--- src/rtl/ps2_key_pkg.sv ---
`default_nettype none
// ============================================================================
// Module   : ps2_key_pkg
// Brief    : Shared constants, key-event layout and decoder state encoding
//            for the PS/2 scan-code FIFO.
// Revision : 1.0 - initial release
// ============================================================================
package ps2_key_pkg;

  // Prefix and error bytes emitted by the PS/2 controller
  localparam logic [7:0] PS2_EXT  = 8'hE0;
  localparam logic [7:0] PS2_BRK  = 8'hF0;
  localparam logic [7:0] PS2_ERR0 = 8'h00;
  localparam logic [7:0] PS2_ERR1 = 8'hFF;

  // Key event word: {ext, brk, code[7:0]}
  localparam int KEY_W   = 10;
  localparam int KEY_EXT = 9;
  localparam int KEY_BRK = 8;

  // Decoder state: which prefixes have been seen for the current key
  typedef enum logic [1:0] {
    ST_IDLE    = 2'd0,
    ST_EXT     = 2'd1,
    ST_BRK     = 2'd2,
    ST_EXT_BRK = 2'd3
  } dec_state_e;

  // Bytes that signal a receive error and abandon any pending prefix
  function automatic logic is_err_byte(input logic [7:0] b);
    return (b == PS2_ERR0) || (b == PS2_ERR1);
  endfunction

endpackage
`default_nettype wire

--- src/rtl/key_sync_fifo.sv ---
`default_nettype none
// ============================================================================
// Module   : key_sync_fifo
// Brief    : Single-clock circular FIFO with occupancy counter. A push into
//            a full FIFO is accepted only when a valid pop frees a slot in
//            the same cycle; otherwise it is reported on 'drop'.
// Revision : 1.0 - initial release
// ============================================================================
module key_sync_fifo #(
  parameter  int WIDTH = 10,
  parameter  int DEPTH = 8,
  localparam int PTR_W = $clog2(DEPTH),
  localparam int CNT_W = $clog2(DEPTH + 1)
) (
  input  logic             clk,
  input  logic             rst_n,
  input  logic             push,
  input  logic [WIDTH-1:0] push_data,
  input  logic             pop,
  output logic [WIDTH-1:0] rd_data,
  output logic             empty,
  output logic [CNT_W-1:0] count,
  output logic             drop
);

  logic [WIDTH-1:0] mem_q [DEPTH];
  logic [WIDTH-1:0] mem_d [DEPTH];
  logic [PTR_W-1:0] wr_ptr_q, wr_ptr_d;
  logic [PTR_W-1:0] rd_ptr_q, rd_ptr_d;
  logic [CNT_W-1:0] count_q, count_d;
  logic             full;
  logic             pop_ok;
  logic             push_ok;

  // Arbitration, next-pointer/count and storage write computation
  always_comb begin
    empty    = (count_q == '0);
    full     = (count_q == CNT_W'(DEPTH));
    pop_ok   = pop && !empty;
    push_ok  = push && (!full || pop_ok);
    drop     = push && !push_ok;
    wr_ptr_d = wr_ptr_q;
    rd_ptr_d = rd_ptr_q;
    count_d  = count_q;
    mem_d    = mem_q;
    if (push_ok) begin
      mem_d[wr_ptr_q] = push_data;
      wr_ptr_d        = wr_ptr_q + PTR_W'(1);
    end
    if (pop_ok) begin
      rd_ptr_d = rd_ptr_q + PTR_W'(1);
    end
    case ({push_ok, pop_ok})
      2'b10:   count_d = count_q + CNT_W'(1);
      2'b01:   count_d = count_q - CNT_W'(1);
      default: count_d = count_q;
    endcase
    // Head is masked to zero so stale storage never leaks out when empty
    rd_data = empty ? '0 : mem_q[rd_ptr_q];
    count   = count_q;
  end

  // Pointer and occupancy registers
  always_ff @(posedge clk or negedge rst_n) begin
    if (!rst_n) begin
      wr_ptr_q <= '0;
      rd_ptr_q <= '0;
      count_q  <= '0;
    end else begin
      wr_ptr_q <= wr_ptr_d;
      rd_ptr_q <= rd_ptr_d;
      count_q  <= count_d;
    end
  end

  // Storage array; no reset needed because the read port is masked when empty
  always_ff @(posedge clk) begin
    mem_q <= mem_d;
  end

endmodule
`default_nettype wire

--- src/rtl/ps2_key_fifo.sv ---
`default_nettype none
// ============================================================================
// Module   : ps2_key_fifo
// Brief    : Folds PS/2 E0/F0 prefixes into single key events, filters break
//            events, and queues the result for the processor with a sticky
//            overflow flag.
// Revision : 1.0 - initial release
// ============================================================================
module ps2_key_fifo
  import ps2_key_pkg::*;
#(
  parameter int DEPTH      = 8,
  parameter bit KEEP_BREAK = 1'b0
) (
  input  logic                       clock,
  input  logic                       resetn,
  input  logic [7:0]                 ps2_key_data,
  input  logic                       ps2_key_pressed,
  input  logic                       key_pop,
  input  logic                       clear_overflow,
  output logic                       key_valid,
  output logic [KEY_W-1:0]           key_data,
  output logic [$clog2(DEPTH+1)-1:0] key_count,
  output logic                       overflow
);

  dec_state_e       state_q, state_d;
  logic             emit;
  logic             emit_ext;
  logic             emit_brk;
  logic             push;
  logic [KEY_W-1:0] event_word;
  logic             fifo_empty;
  logic             fifo_drop;
  logic             overflow_q, overflow_d;

  // Prefix decoder: next state and key-event emission on each strobed byte
  always_comb begin
    state_d  = state_q;
    emit     = 1'b0;
    emit_ext = 1'b0;
    emit_brk = 1'b0;
    if (ps2_key_pressed) begin
      if (is_err_byte(ps2_key_data)) begin
        state_d = ST_IDLE;
      end else begin
        case (state_q)
          ST_IDLE: begin
            if (ps2_key_data == PS2_EXT)      state_d = ST_EXT;
            else if (ps2_key_data == PS2_BRK) state_d = ST_BRK;
            else                              emit    = 1'b1;
          end
          ST_EXT: begin
            if (ps2_key_data == PS2_BRK)      state_d = ST_EXT_BRK;
            else if (ps2_key_data == PS2_EXT) state_d = ST_EXT;
            else begin
              emit     = 1'b1;
              emit_ext = 1'b1;
              state_d  = ST_IDLE;
            end
          end
          ST_BRK: begin
            if (ps2_key_data == PS2_BRK)      state_d = ST_BRK;
            else if (ps2_key_data == PS2_EXT) state_d = ST_EXT;
            else begin
              emit     = 1'b1;
              emit_brk = 1'b1;
              state_d  = ST_IDLE;
            end
          end
          ST_EXT_BRK: begin
            if ((ps2_key_data == PS2_EXT) || (ps2_key_data == PS2_BRK)) begin
              state_d = ST_EXT;
            end else begin
              emit     = 1'b1;
              emit_ext = 1'b1;
              emit_brk = 1'b1;
              state_d  = ST_IDLE;
            end
          end
          default: state_d = ST_IDLE;
        endcase
      end
    end
    event_word = {emit_ext, emit_brk, ps2_key_data};
    // Suppressed breaks never reach the FIFO, so they cannot overflow it
    push       = emit && (!emit_brk || KEEP_BREAK);
  end

  // Decoder state register
  always_ff @(posedge clock or negedge resetn) begin
    if (!resetn) state_q <= ST_IDLE;
    else         state_q <= state_d;
  end

  // Sticky overflow: a new drop takes priority over a same-cycle clear
  always_comb begin
    overflow_d = overflow_q;
    if (clear_overflow) overflow_d = 1'b0;
    if (fifo_drop)      overflow_d = 1'b1;
  end

  // Overflow flag register
  always_ff @(posedge clock or negedge resetn) begin
    if (!resetn) overflow_q <= 1'b0;
    else         overflow_q <= overflow_d;
  end

  key_sync_fifo #(
    .WIDTH (KEY_W),
    .DEPTH (DEPTH)
  ) u_fifo (
    .clk       (clock),
    .rst_n     (resetn),
    .push      (push),
    .push_data (event_word),
    .pop       (key_pop),
    .rd_data   (key_data),
    .empty     (fifo_empty),
    .count     (key_count),
    .drop      (fifo_drop)
  );

  assign key_valid = !fifo_empty;
  assign overflow  = overflow_q;

endmodule
`default_nettype wire

--- config.mk ---
export PLATFORM = sky130hd
export DESIGN_NAME = ps2_key_fifo
export DESIGN_NICKNAME = d
export VERILOG_FILES = /design/src/rtl/ps2_key_pkg.sv /design/src/rtl/key_sync_fifo.sv /design/src/rtl/ps2_key_fifo.sv
export SDC_FILE = /design/constraint.sdc
export NUM_CORES = 1
export LEC_CHECK = 0
export ABC_AREA = 1
export ABC_CLOCK_PERIOD_IN_PS = 5400
export CAP_MARGIN = 0
export CORE_ASPECT_RATIO = 0.7
export CORE_MARGIN = 2
export CORE_UTILIZATION = 60
export DETAILED_ROUTE_END_ITERATION = 10
export GPL_TIMING_DRIVEN = 0
export PLACE_DENSITY = 0.81
export RECOVER_POWER = 100
export SYNTH_ARGS = -nofsm -noshare
export SYNTH_HDL_FRONTEND = slang
export SYNTH_SLANG_ARGS = --single-unit
export TNS_END_PERCENT = 50
--- constraint.sdc ---
create_clock -name clock -period 5.4 [get_ports clock]
set_input_delay 0.54 -clock clock [delete_from_list [all_inputs] [get_ports clock]]
set_output_delay 0.54 -clock clock [all_outputs]
set_load 0.1 [all_outputs]
==> results_dict.tcl, run 1 <==
set metrics [dict create \
    startpoint_type "register" \
    cts_sinks 93 \
    ant_nets 0 \
    cp.arrival_ns 3.07 \
    die_x_um 104 \
    synth_area_leaders "edfxtp_1 (58%), nor2_1 (8.2%), dfrtp_1 (7.8%)" \
    required_ns 4.86 \
    clkLatencyLatePin_ns 0.35 \
    tightestPinTransition_ns 1.12 \
    tns_ns 0 \
    slowest_delay_ns 1.23 \
    cp_slowest_cell "dlygate4sd3_1" \
    fin_crit_sh_pct 66.8 \
    yosysUniqueCellTypes 30 \
    worstSetupEndpointType "primary output" \
    cpMostUsedCell "nor2_1" \
    syn2layout_area_growth_pct 13.6 \
    cts_resized 0 \
    hold_viol 0 \
    first_iter_violations 207 \
    cts_buffer_depth 2 \
    final_common_cell "nor2_1" \
    synth.top_cell.area_share_pct 57.7 \
    hold_path_class "reg -> reg" \
    holdBufCountCts 0 \
    cp_max_fo 10 \
    drt_first_pass_iters 4 \
    viasPerCell 5.67 \
    fin_skew_ns 0.00426 \
    criticalPathCategory "reg -> out" \
    core_um2 6730 \
    cts-buffers-inserted 9 \
    port_buffers 28 \
    syn_avg_cell_area_um2 11.0 \
    path_clk_slew_ns 0.09 \
    slew_violations 0 \
    timing.fmax_mhz 277 \
    tritoncts "built" \
    drc 0 \
    synth_area_leader_cell "edfxtp_1" \
    yosys_warnings 0 \
    utilization_pct 70.3 \
    status "completed" \
    n_fill_cell 487 \
    ys_ff_latch 93 \
    rsz0062_at_grt "false" \
    grt_max_degree 17 \
    vias 2926 \
    path_cells "buf_2 -> clkbuf_1 -> o21ai_0 -> o32ai_1 -> nor2_1 -> nor2_1 -> dlygate4sd3_1" \
    clockRootBuffer "clkbuf_8" \
    htreeDepth 3 \
    hpwl_mm 5.95 \
    n_antenna_cell 0 \
    routedWlPerCell_um 16.9 \
    layout-drive-gt1-share_pct 8.77 \
    setup_viol 0 \
    fin_nets 435 \
    synth_cells 378 \
    rows 25 \
    slew_headroom_pct 24.9 \
    drv_cap 0 \
    start_util_pct 61.9 \
    routed_wl_mm 8.73 \
    finalCriticalPeriod_ns 3.61 \
    cts_setup_buffers 0 \
    final_cell_mix "nor2_1 (102), edfxtp_1 (80), o21ai_0 (52)" \
    first_global_vias 2779 \
    io_pins 29 \
    grt_pass1_wl_mm 13.7 \
    die_area_um2 7630 \
    ys_seq_area_share_pct 65.5 \
    syn-num-nets 396 \
    overflow 0 \
    fp.dieH_um 73.7 \
    grt_usage_pct 24.0 \
    gp_congestion 0.787 \
    antenna_found_initial 0 \
    synth_area_um2 4160 \
]
per-layer routing:
metal	vias to the layer above	global-route usage [%]	share of wire, %
met5	-	0	0
met4	0	5.86	0.53
met2	113	40.0	48
met3	8	6.48	8.3
li1	1379	-	-
met1	1426	32.2	43
per-stage QoR:
stage / hold WS [ns] / cell area (um^2) / setup WS, ns / std cells
6_report: 0.533 / 4730 / 1.79 / 516
5_1_grt: 0.572 / 4730 / 1.59 / 516
4_1_cts: 0.526 / 4810 / 1.86 / 516
3_5_place_dp: 0.512 / 4560 / 2.20 / 500
3_3_place_gp: 0.497 / 4560 / 2.29 / 500
2_1_floorplan: 0.244 / 4160 / 1.52 / 378
path summary, 6_finish.rpt:
check	startpoint	endpoint	slack (ns)	cells past startpoint
min in group asynchronous	resetn	u_fifo.rd_ptr_q[2]	0.63	1
worst max-delay path	u_fifo.rd_ptr_q[0]	key_data[7]	1.79	7
worst min-delay path	overflow	overflow	0.53	2
worst min register to register	overflow	overflow	0.53	2
worst max register to register	u_fifo.count[2]	u_fifo.count[2]	2.67	10
max in group asynchronous	resetn	u_fifo.rd_ptr_q[1]	4.38	1
cell families (layout without fill, tap and decap cells):
| kind of cell | count (synthesis) | count (layout) | share of synthesized area (%) |
|---|---|---|---|
| flip-flops | 93 | 93 | 65.5 |
| XOR/XNOR | 8 | 8 | 1.68 |
| AO/OA/AOI/OAI | 68 | 68 | 9.16 |
| buffers and inverters | 43 | 87 | 4.63 |
| multiplexers | 1 | 1 | 0.270 |
| adder cells (fa/ha/maj) | 5 | 5 | 1.50 |
| AND/OR/NAND/NOR | 160 | 160 | 17.2 |
worst max-delay path, delay by kind of cell (launching register included):
family / cells / cell delay [ns]
buf+inv: 3 / 1.78
flops: 1 / 0.36
compound gates: 2 / 0.36
simple gates: 2 / 0.21
synth_stat cells:
cell and count:
clkbuf_1 7, o21ai_2 1, nand2_1 29, nand3_2 1, xnor2_1 1, mux2_1 1, edfxtp_1 80, inv_1 22
nor2_4 2, nand3_1 15, a21oi_1 2, buf_12 1, ha_1 5, nand2_4 1, nor2_2 11, nand4_4 1
nor2_1 91, buf_4 1, o32ai_1 10, nor3_1 1, o21ai_0 49, inv_2 3, buf_2 8, nand2_2 5
dfrtp_1 13, nor3_2 1, o21ai_1 6, nand4_1 2, clkbuf_2 1, xor2_1 7
registers in the layout (all words and copies together) (netlist names):
register and count:
u_fifo.wr_ptr_q 3, state_q 2, u_fifo.count 4, u_fifo.rd_ptr_q 3
overflow 1, u_fifo.mem_q 80
final cells by class:
type / instances / area [um^2] / area share (%)
inverter: 25 / 93.8 / 1.98
multi-input combinational: 242 / 1180 / 25.0
timing repair buffer: 28 / 280 / 5.92
clock inverter: 7 / 120 / 2.54
tap: 94 / 118 / 2.49
buffer: 18 / 82.6 / 1.75
sequential: 93 / 2730 / 57.7
clock buffer: 9 / 124 / 2.62
Power of run 1 is not shown: default switching activity piles up to over one toggle a cycle in this logic, so the estimate is an artifact.
==> run 2: changes to the inputs <==
--- a/config.mk
+++ b/config.mk
@@ -6,14 +6,14 @@
 export NUM_CORES = 1
 export LEC_CHECK = 0
 export ABC_AREA = 1
-export ABC_CLOCK_PERIOD_IN_PS = 5400
+export ABC_CLOCK_PERIOD_IN_PS = 3150
 export CAP_MARGIN = 0
 export CORE_ASPECT_RATIO = 0.7
 export CORE_MARGIN = 2
-export CORE_UTILIZATION = 60
+export CORE_UTILIZATION = 53
 export DETAILED_ROUTE_END_ITERATION = 10
 export GPL_TIMING_DRIVEN = 0
-export PLACE_DENSITY = 0.81
+export PLACE_DENSITY = 0.76
 export RECOVER_POWER = 100
 export SYNTH_ARGS = -nofsm -noshare
 export SYNTH_HDL_FRONTEND = slang
==> constraint.sdc (replaced) <==
create_clock -name clock -period 3.15 [get_ports clock]
set_input_delay 0.315 -clock clock [delete_from_list [all_inputs] [get_ports clock]]
set_output_delay 0.315 -clock clock [all_outputs]
set_load 0.1 [all_outputs]
==> results_dict.tcl, run 2 (synthesis gave the netlist of run 1 again) <==
set metrics [dict create \
    hold_path_class "in -> async" \
    vias 2830 \
    first_iter_violations 288 \
    path_clk_slew_ns 0.09 \
    criticalPathCategory "reg -> out" \
    hold_viol 0 \
    gp_congestion 0.799 \
    place_inst 507 \
    slew_headroom_pct 23.0 \
    crit_family "buffers and inverters" \
    first_global_vias 2739 \
    required_ns 2.83 \
    n_fill_cell 656 \
    rows 27 \
    cp_max_fo 10 \
    fp.dieH_um 78.2 \
    clkLatencyLatePin_ns 0.35 \
    grt_max_degree 17 \
    routedWlPerCell_um 17.2 \
    drc 0 \
    worstSetupEndpointType "primary output" \
    tightestPinTransition_ns 1.16 \
    finalCriticalPeriod_ns 2.99 \
    drt_first_pass_iters 4 \
    timing.fmax_mhz 335 \
    cts-buffers-inserted 9 \
    drv_cap 0 \
    path_buf_inv 4 \
    ant_nets 0 \
    r2r_slack_ns 0.83 \
    clockRootBuffer "clkbuf_8" \
    slew_violations 0 \
    slowest_delay_ns 0.86 \
    port_buffers 28 \
    routed_wl_mm 9.02 \
    layout.cells.non_filler 523 \
    core_um2 7740 \
    antenna_found_initial 0 \
    syn2layout_area_growth_pct 13.1 \
    tns_ns 0 \
    status "completed" \
    overflow 0 \
    cp_slowest_cell "dlygate4sd2_1" \
    grt_pass1_wl_mm 14.0 \
    largest_reg_flops 80 \
    rsz0062_at_grt "true" \
    utilization_pct 60.9 \
    io_pins 29 \
    start_util_pct 53.8 \
    tritoncts "built" \
    top_register "u_fifo.mem_q" \
    path_cells "buf_2 -> inv_2 -> buf_2 -> nor2_1 -> o32ai_1 -> nor2_1 -> nor2_2 -> dlygate4sd2_1" \
    fin_nets 435 \
    final_common_cell "nor2_1" \
    cp.arrival_ns 2.67 \
    cts_sinks 93 \
    final_cell_mix "nor2_1 (92), edfxtp_1 (80), o21ai_0 (51)" \
    cts_buffer_depth 2 \
    fin_crit_sh_pct 94.9 \
    preCtsSetupSlack_ns 0.0795 \
    fin_skew_ns 0.0107 \
    startpoint_type "register" \
    cts_setup_buffers 0 \
    viasPerCell 5.41 \
    holdBufCountCts 0 \
    die_area_um2 8590 \
    htreeDepth 3 \
    setup_ws_ns 0.162 \
    grt_usage_pct 22.6 \
    die_x_um 110 \
    hpwl_mm 6.06 \
    layout-drive-gt1-share_pct 12.6 \
    n_antenna_cell 0 \
    setup_viol 0 \
]
-- run 2: changes by cell type in the layout (fill, tap and decap cells not counted), sizes merged --
cell,change
buf,+1
bufinv,-3
clkinv,+1
inv,+1
dlygate4sd2,+1
clkdlybuf4s15,+3
clkbuf,+6
dlygate4sd3,-10
-- run 2: timing repair --
item / 4_1_cts / 5_1_grt
hold endpoints to repair: 0 / 0
resized for setup: 10 / 13
endpoints found under the setup margin: 10 / 8
-- run 2: worst paths after layout --
path | cells past startpoint | to | from
max | 8 | key_data[4] | u_fifo.rd_ptr_q[0]
min | 1 | u_fifo.count[0] | resetn
max reg2reg | 10 | u_fifo.count[2] | u_fifo.count[2]
min reg2reg | 2 | overflow | overflow
max in group asynchronous | 1 | u_fifo.rd_ptr_q[1] | resetn
min in group clock | 2 | overflow | clear_overflow
-- run 2: worst reg2reg max path, cell delays in order, from the launching register on --
cell     delay, ns
dfrtp_1       0.47
nor3_1        0.25
nand3_2       0.18
nand4_4       0.17
buf_12        0.14
ha_1          0.23
xor2_1        0.25
ha_1          0.19
a21oi_1       0.05
xor2_1        0.17
o21ai_0       0.15
-- run 2: layout make-up --
cell class	instances	area (um^2)	area share (%)
buffer	18	98.8	2.10
clock buffer	10	128	2.71
clock inverter	6	43.8	0.930
inverter	25	93.8	1.99
multi-input combinational	242	1240	26.4
sequential	93	2730	57.9
tap	101	126	2.68
timing repair buffer	28	248	5.26
-- run 2: per-stage QoR --
| step | hold slack, ns | cell area [um^2] |
|---|---|---|
| after floorplan | 0.0194 | 4210 |
| after global placement | 0.503 | 4610 |
| after detailed placement | 0.518 | 4610 |
| after CTS | 0.363 | 4770 |
| after global routing | 0.434 | 4710 |
| final | 0.415 | 4710 |
-- run 2: per-layer routing --
layer,global-route usage (%),vias to the layer above,part of all wire [%]
met3,5.48,7,6.7
met4,4.43,0,0.68
li1,-,1372,-
met5,0,-,0
met2,37.3,89,47
met1,30.6,1362,45
Power of run 2 is left out for the same reason.
==> variant 1 (settings of run 1) <==
Re-encode `dec_state_e` (4 states) as Gray code, 2 bits wide.
--- a/src/rtl/ps2_key_pkg.sv
+++ b/src/rtl/ps2_key_pkg.sv
@@ -20,10 +20,10 @@
 
   // Decoder state: which prefixes have been seen for the current key
   typedef enum logic [1:0] {
-    ST_IDLE    = 2'd0,
-    ST_EXT     = 2'd1,
-    ST_BRK     = 2'd2,
-    ST_EXT_BRK = 2'd3
+    ST_IDLE    = 2'b00,
+    ST_EXT     = 2'b01,
+    ST_BRK     = 2'b11,
+    ST_EXT_BRK = 2'b10
   } dec_state_e;
 
   // Bytes that signal a receive error and abandon any pending prefix
Check against the original RTL: no difference found for any inputs over 4 cycles, from zero or initial values and one cycle with resetn low; so few cycles prove little.
==> variant 1 against run 1 <==
First-iteration DRC count rose by 30%. Maximum frequency fell by 1.2%. Critical endpoint is now key_data[5]. Critical path type unchanged. Cell area rose by 1.2%. Worst setup slack got worse by 0.045 ns. Synthesized area rose by 1.1%. Final cell count rose by 1.7%. Sequential cell count did not move. Global-route usage rose by 1.8 points. Clock skew rose by 0.0050 ns. Routed wire length rose by 5.9%.
Power is not shown: default switching activity piles up to over one toggle a cycle in this logic, so the estimate is an artifact.
==> variant 1: results (changes against run 1) <==
XOR/XNOR Fraction of Synth Area 0.0166 (was 0.0168); arrival time at the worst endpoint 3.11 ns (was 3.07 ns); CTS H-tree lvls 3 (unchanged); hpwl dp 6.46 mm (was 5.95 mm); antenna violations before repair 0 (unchanged); diode count 0 (unchanged); status complete, no violations (unchanged); first-pass GRT wire length 14.8 mm (was 13.7 mm); grt met3 use 0.0701 (was 0.0648); crit path max fanout 10 (unchanged); Adder-Cell Fraction of Synth Area 0.0297 (was 0.0150); average wire per standard cell 17.6 µm (was 16.9 µm); vias in the first global route 2941 (was 2779); Hold WC Path Type flip-flop to flip-flop (unchanged); GR met2 Demand/Resource 0.431 (was 0.400); Post-DP Area 4610 µm² (was 4560 µm²); Async SR Flop Fraction 0.140 (unchanged); Compound-Gate Fraction of Synth Area 0.0927 (was 0.0916); most frequent cells after synthesis 94 x nor2_1, 80 x edfxtp_1, 52 x o21ai_0 (was 91 x nor2_1, 80 x edfxtp_1, 49 x o21ai_0); EDFF count, synth 80 (unchanged); pin count of the biggest net entering global routing 18 (was 17); share of cells above drive strength 1 0.0835 (was 0.0877); port buffer count 28 (unchanged); vias 3021 (was 2926); Seq/Total Area, Yosys 0.648 (was 0.655); Slew HR 0.305 (was 0.249); Largest register FFs 80 (unchanged); Worst Clk Skew 0.00931 ns (was 0.00426 ns); Root Driver clkbuf_8 (unchanged); grt met1 use 0.338 (was 0.322); Synth Area per Inst 10.9 µm² (was 11.0 µm²); gpl congestion 0.819 (was 0.787); Placed Cells incl. Taps 509 (was 500); fill count 498 (was 487); Final Routed Wirelength 9.24 mm (was 8.73 mm); net count after synthesis 410 (was 396); Yosys cell types 29 (was 30); Place WS 2.11 ns (was 2.20 ns); drt first-iter violations 270 (was 207); final net count 449 (was 435); 1st-pass router iterations 5 (was 4); largest register by flop count u_fifo.mem_q (unchanged); Final Cell Area 4790 µm² (was 4730 µm²); mux share of post-synthesis cell area 0.00357 (was 0.00270); ranking of synthesized cells by area edfxtp_1 57%, nor2_1 8.4%, dfrtp_1 7.7% (was edfxtp_1 58%, nor2_1 8.2%, dfrtp_1 7.8%); Tot GR Track Use 0.258 (was 0.240); Critical Path Max Stage Delay 1.25 ns (was 1.23 ns)
variant 1: final cells by class:
type,instances,area share
clock buffer,9,0.0259
timing repair buffer,28,0.0585
buffer,18,0.0185
sequential,93,0.569
clock inverter,7,0.0222
inverter,24,0.0188
tap,94,0.0246
multi-input combinational,252,0.262
variant 1: worst paths after layout:
kind,start,end,slack [ns],cells past startpoint
max,u_fifo.rd_ptr_q[1],key_data[5],1.75,6
min,overflow,overflow,0.54,2
max reg2reg,state_q[0],u_fifo.mem_q[40],2.74,6
min reg2reg,overflow,overflow,0.54,2
max in group asynchronous,resetn,u_fifo.wr_ptr_q[0],4.38,1
min in group asynchronous,resetn,u_fifo.rd_ptr_q[2],0.62,1
variant 1: layer usage:
metal  routed length (µm)  up-vias
li1                     -     1411
met1                 3820     1451
met2                 4490      147
met3                  860       12
met4                   81        0
met5                    0        -
==> variant 2 (flow settings as in run 1) <==
Made on the original files. Change the parameter `KEEP_BREAK` from 1'b0 to 1'b1.
--- a/src/rtl/ps2_key_fifo.sv
+++ b/src/rtl/ps2_key_fifo.sv
@@ -10,7 +10,7 @@
   import ps2_key_pkg::*;
 #(
   parameter int DEPTH      = 8,
-  parameter bit KEEP_BREAK = 1'b0
+  parameter bit KEEP_BREAK = 1'b1
 ) (
   input  logic                       clock,
   input  logic                       resetn,
Function: changed (a bounded check fails within 4 cycles, from zero or initial values and one cycle with resetn low).
==> variant 2 against run 1 <==
Synthesized cell count shrank 1.1%. Worst setup slack got worse by 0.23 ns. Routed wire length shrank 3.9%. Die area decreased by 1.1%. Count of clock-buffer cells in the layout increased by 1. Synthesized area is 1.2% lower. Sequential cell count did not move. Cell area down 0.93%. Critical endpoint is now key_data[8]. Largest cell class unchanged.
Power is not shown: default switching activity piles up to over one toggle a cycle in this logic, so the estimate is an artifact.
==> variant 2: results (changes against run 1) <==
Final Cell Area 4690 µm² (was 4730 µm²); wl on met1 3.76 mm (was 3.77 mm); Place WS 2.02 ns (was 2.20 ns); footprint of the multi-input gates 1220 µm² (was 1180 µm²); bufs w/o clock 44 (was 46); GR met2 Demand/Resource 0.370 (was 0.400); Adder-Cell Fraction of Synth Area 0.0152 (was 0.0150); hold slack 0.488 ns (was 0.533 ns); mux share of post-synthesis cell area 0.0243 (was 0.00270); CLK BUF 10 (was 9); Final Routed Wirelength 8.39 mm (was 8.73 mm); Avg Vias per Cell 5.54 (was 5.67); Yosys cell types 26 (was 30); Placed Cells incl. Taps 496 (was 500); metal2 WL 3.90 mm (was 4.18 mm); top_reg_cell synth edfxtp_1 (unchanged); status complete, no violations (unchanged); net count after synthesis 392 (was 396); XOR/XNOR Fraction of Synth Area 0.0149 (was 0.0168); Reg2Reg Setup Slack 2.35 ns (was 2.67 ns); ranking of synthesized cells by area edfxtp_1 58%, dfrtp_1 7.9%, nor2_1 7.7% (was edfxtp_1 58%, nor2_1 8.2%, dfrtp_1 7.8%); Worst Clk Skew 0.0108 ns (was 0.00426 ns); Multi-In Gates 243 (was 242); Post-DP Area 4510 µm² (was 4560 µm²); grt met1 use 0.342 (was 0.322); vias 2838 (was 2926); buffering overhead 0.0734 (was 0.0767); Tot GR Track Use 0.239 (was 0.240); Compound-Gate Fraction of Synth Area 0.0833 (was 0.0916); first-pass GRT wire length 12.9 mm (was 13.7 mm); final net count 431 (was 435); actual slew at the worst max-slew pin 1.05 ns (was 1.12 ns); Hold WC Path Type flip-flop to flip-flop (unchanged); num sequential 93 (unchanged); gpl congestion 0.834 (was 0.787); met3 wire len 649 µm (was 725 µm); 1st-pass router iterations 5 (was 4); arrival time at the worst endpoint 3.30 ns (was 3.07 ns); clk tree area frac 0.0424 (was 0.0516); fill count 494 (was 487); nonclk inv count 22 (was 25); hpwl dp 5.80 mm (was 5.95 mm); Seq/Total Area, Yosys 0.663 (was 0.655); maximum clock frequency 0.260 GHz (was 0.277 GHz); vias in the first global route 2591 (was 2779); most frequent cells after synthesis 84 x nor2_1, 80 x edfxtp_1, 44 x nand2_1 (was 91 x nor2_1, 80 x edfxtp_1, 49 x o21ai_0); share of cells above drive strength 1 0.0550 (was 0.0877); Synth Instances 374 (was 378); drt first-iter violations 235 (was 207)
[variant 2: cell types whose count changed in the layout (fill, tap and decap cells not counted), sizes merged, moves of 3 or more]
cell    delta
buf        -6
clkbuf     +5
inv        -4
mux2i     +10
nand2     +12
nand3      +3
nor2      -18
o22ai     +10
o32ai     -10
[variant 2: worst max-delay path, cell delays in order (launching register included)]
cell,delay [ns]
dfrtp_1,0.47
inv_1,0.14
clkbuf_1,0.48
nor2_1,0.07
o21ai_0,0.29
o21ai_0,0.13
nor2_1,0.14
dlygate4sd3_1,1.21
[variant 2: path summary, 6_finish.rpt]
| kind | depth (start not counted) | startpoint | end |
|---|---|---|---|
| setup reg to reg | 12 | u_fifo.count[0] | u_fifo.count[2] |
| setup / recovery | 7 | u_fifo.rd_ptr_q[0] | key_data[8] |
| max in group asynchronous | 1 | resetn | u_fifo.wr_ptr_q[1] |
| hold reg to reg | 2 | overflow | overflow |
| min in group asynchronous | 1 | resetn | u_fifo.rd_ptr_q[0] |
| hold / removal | 2 | overflow | overflow |
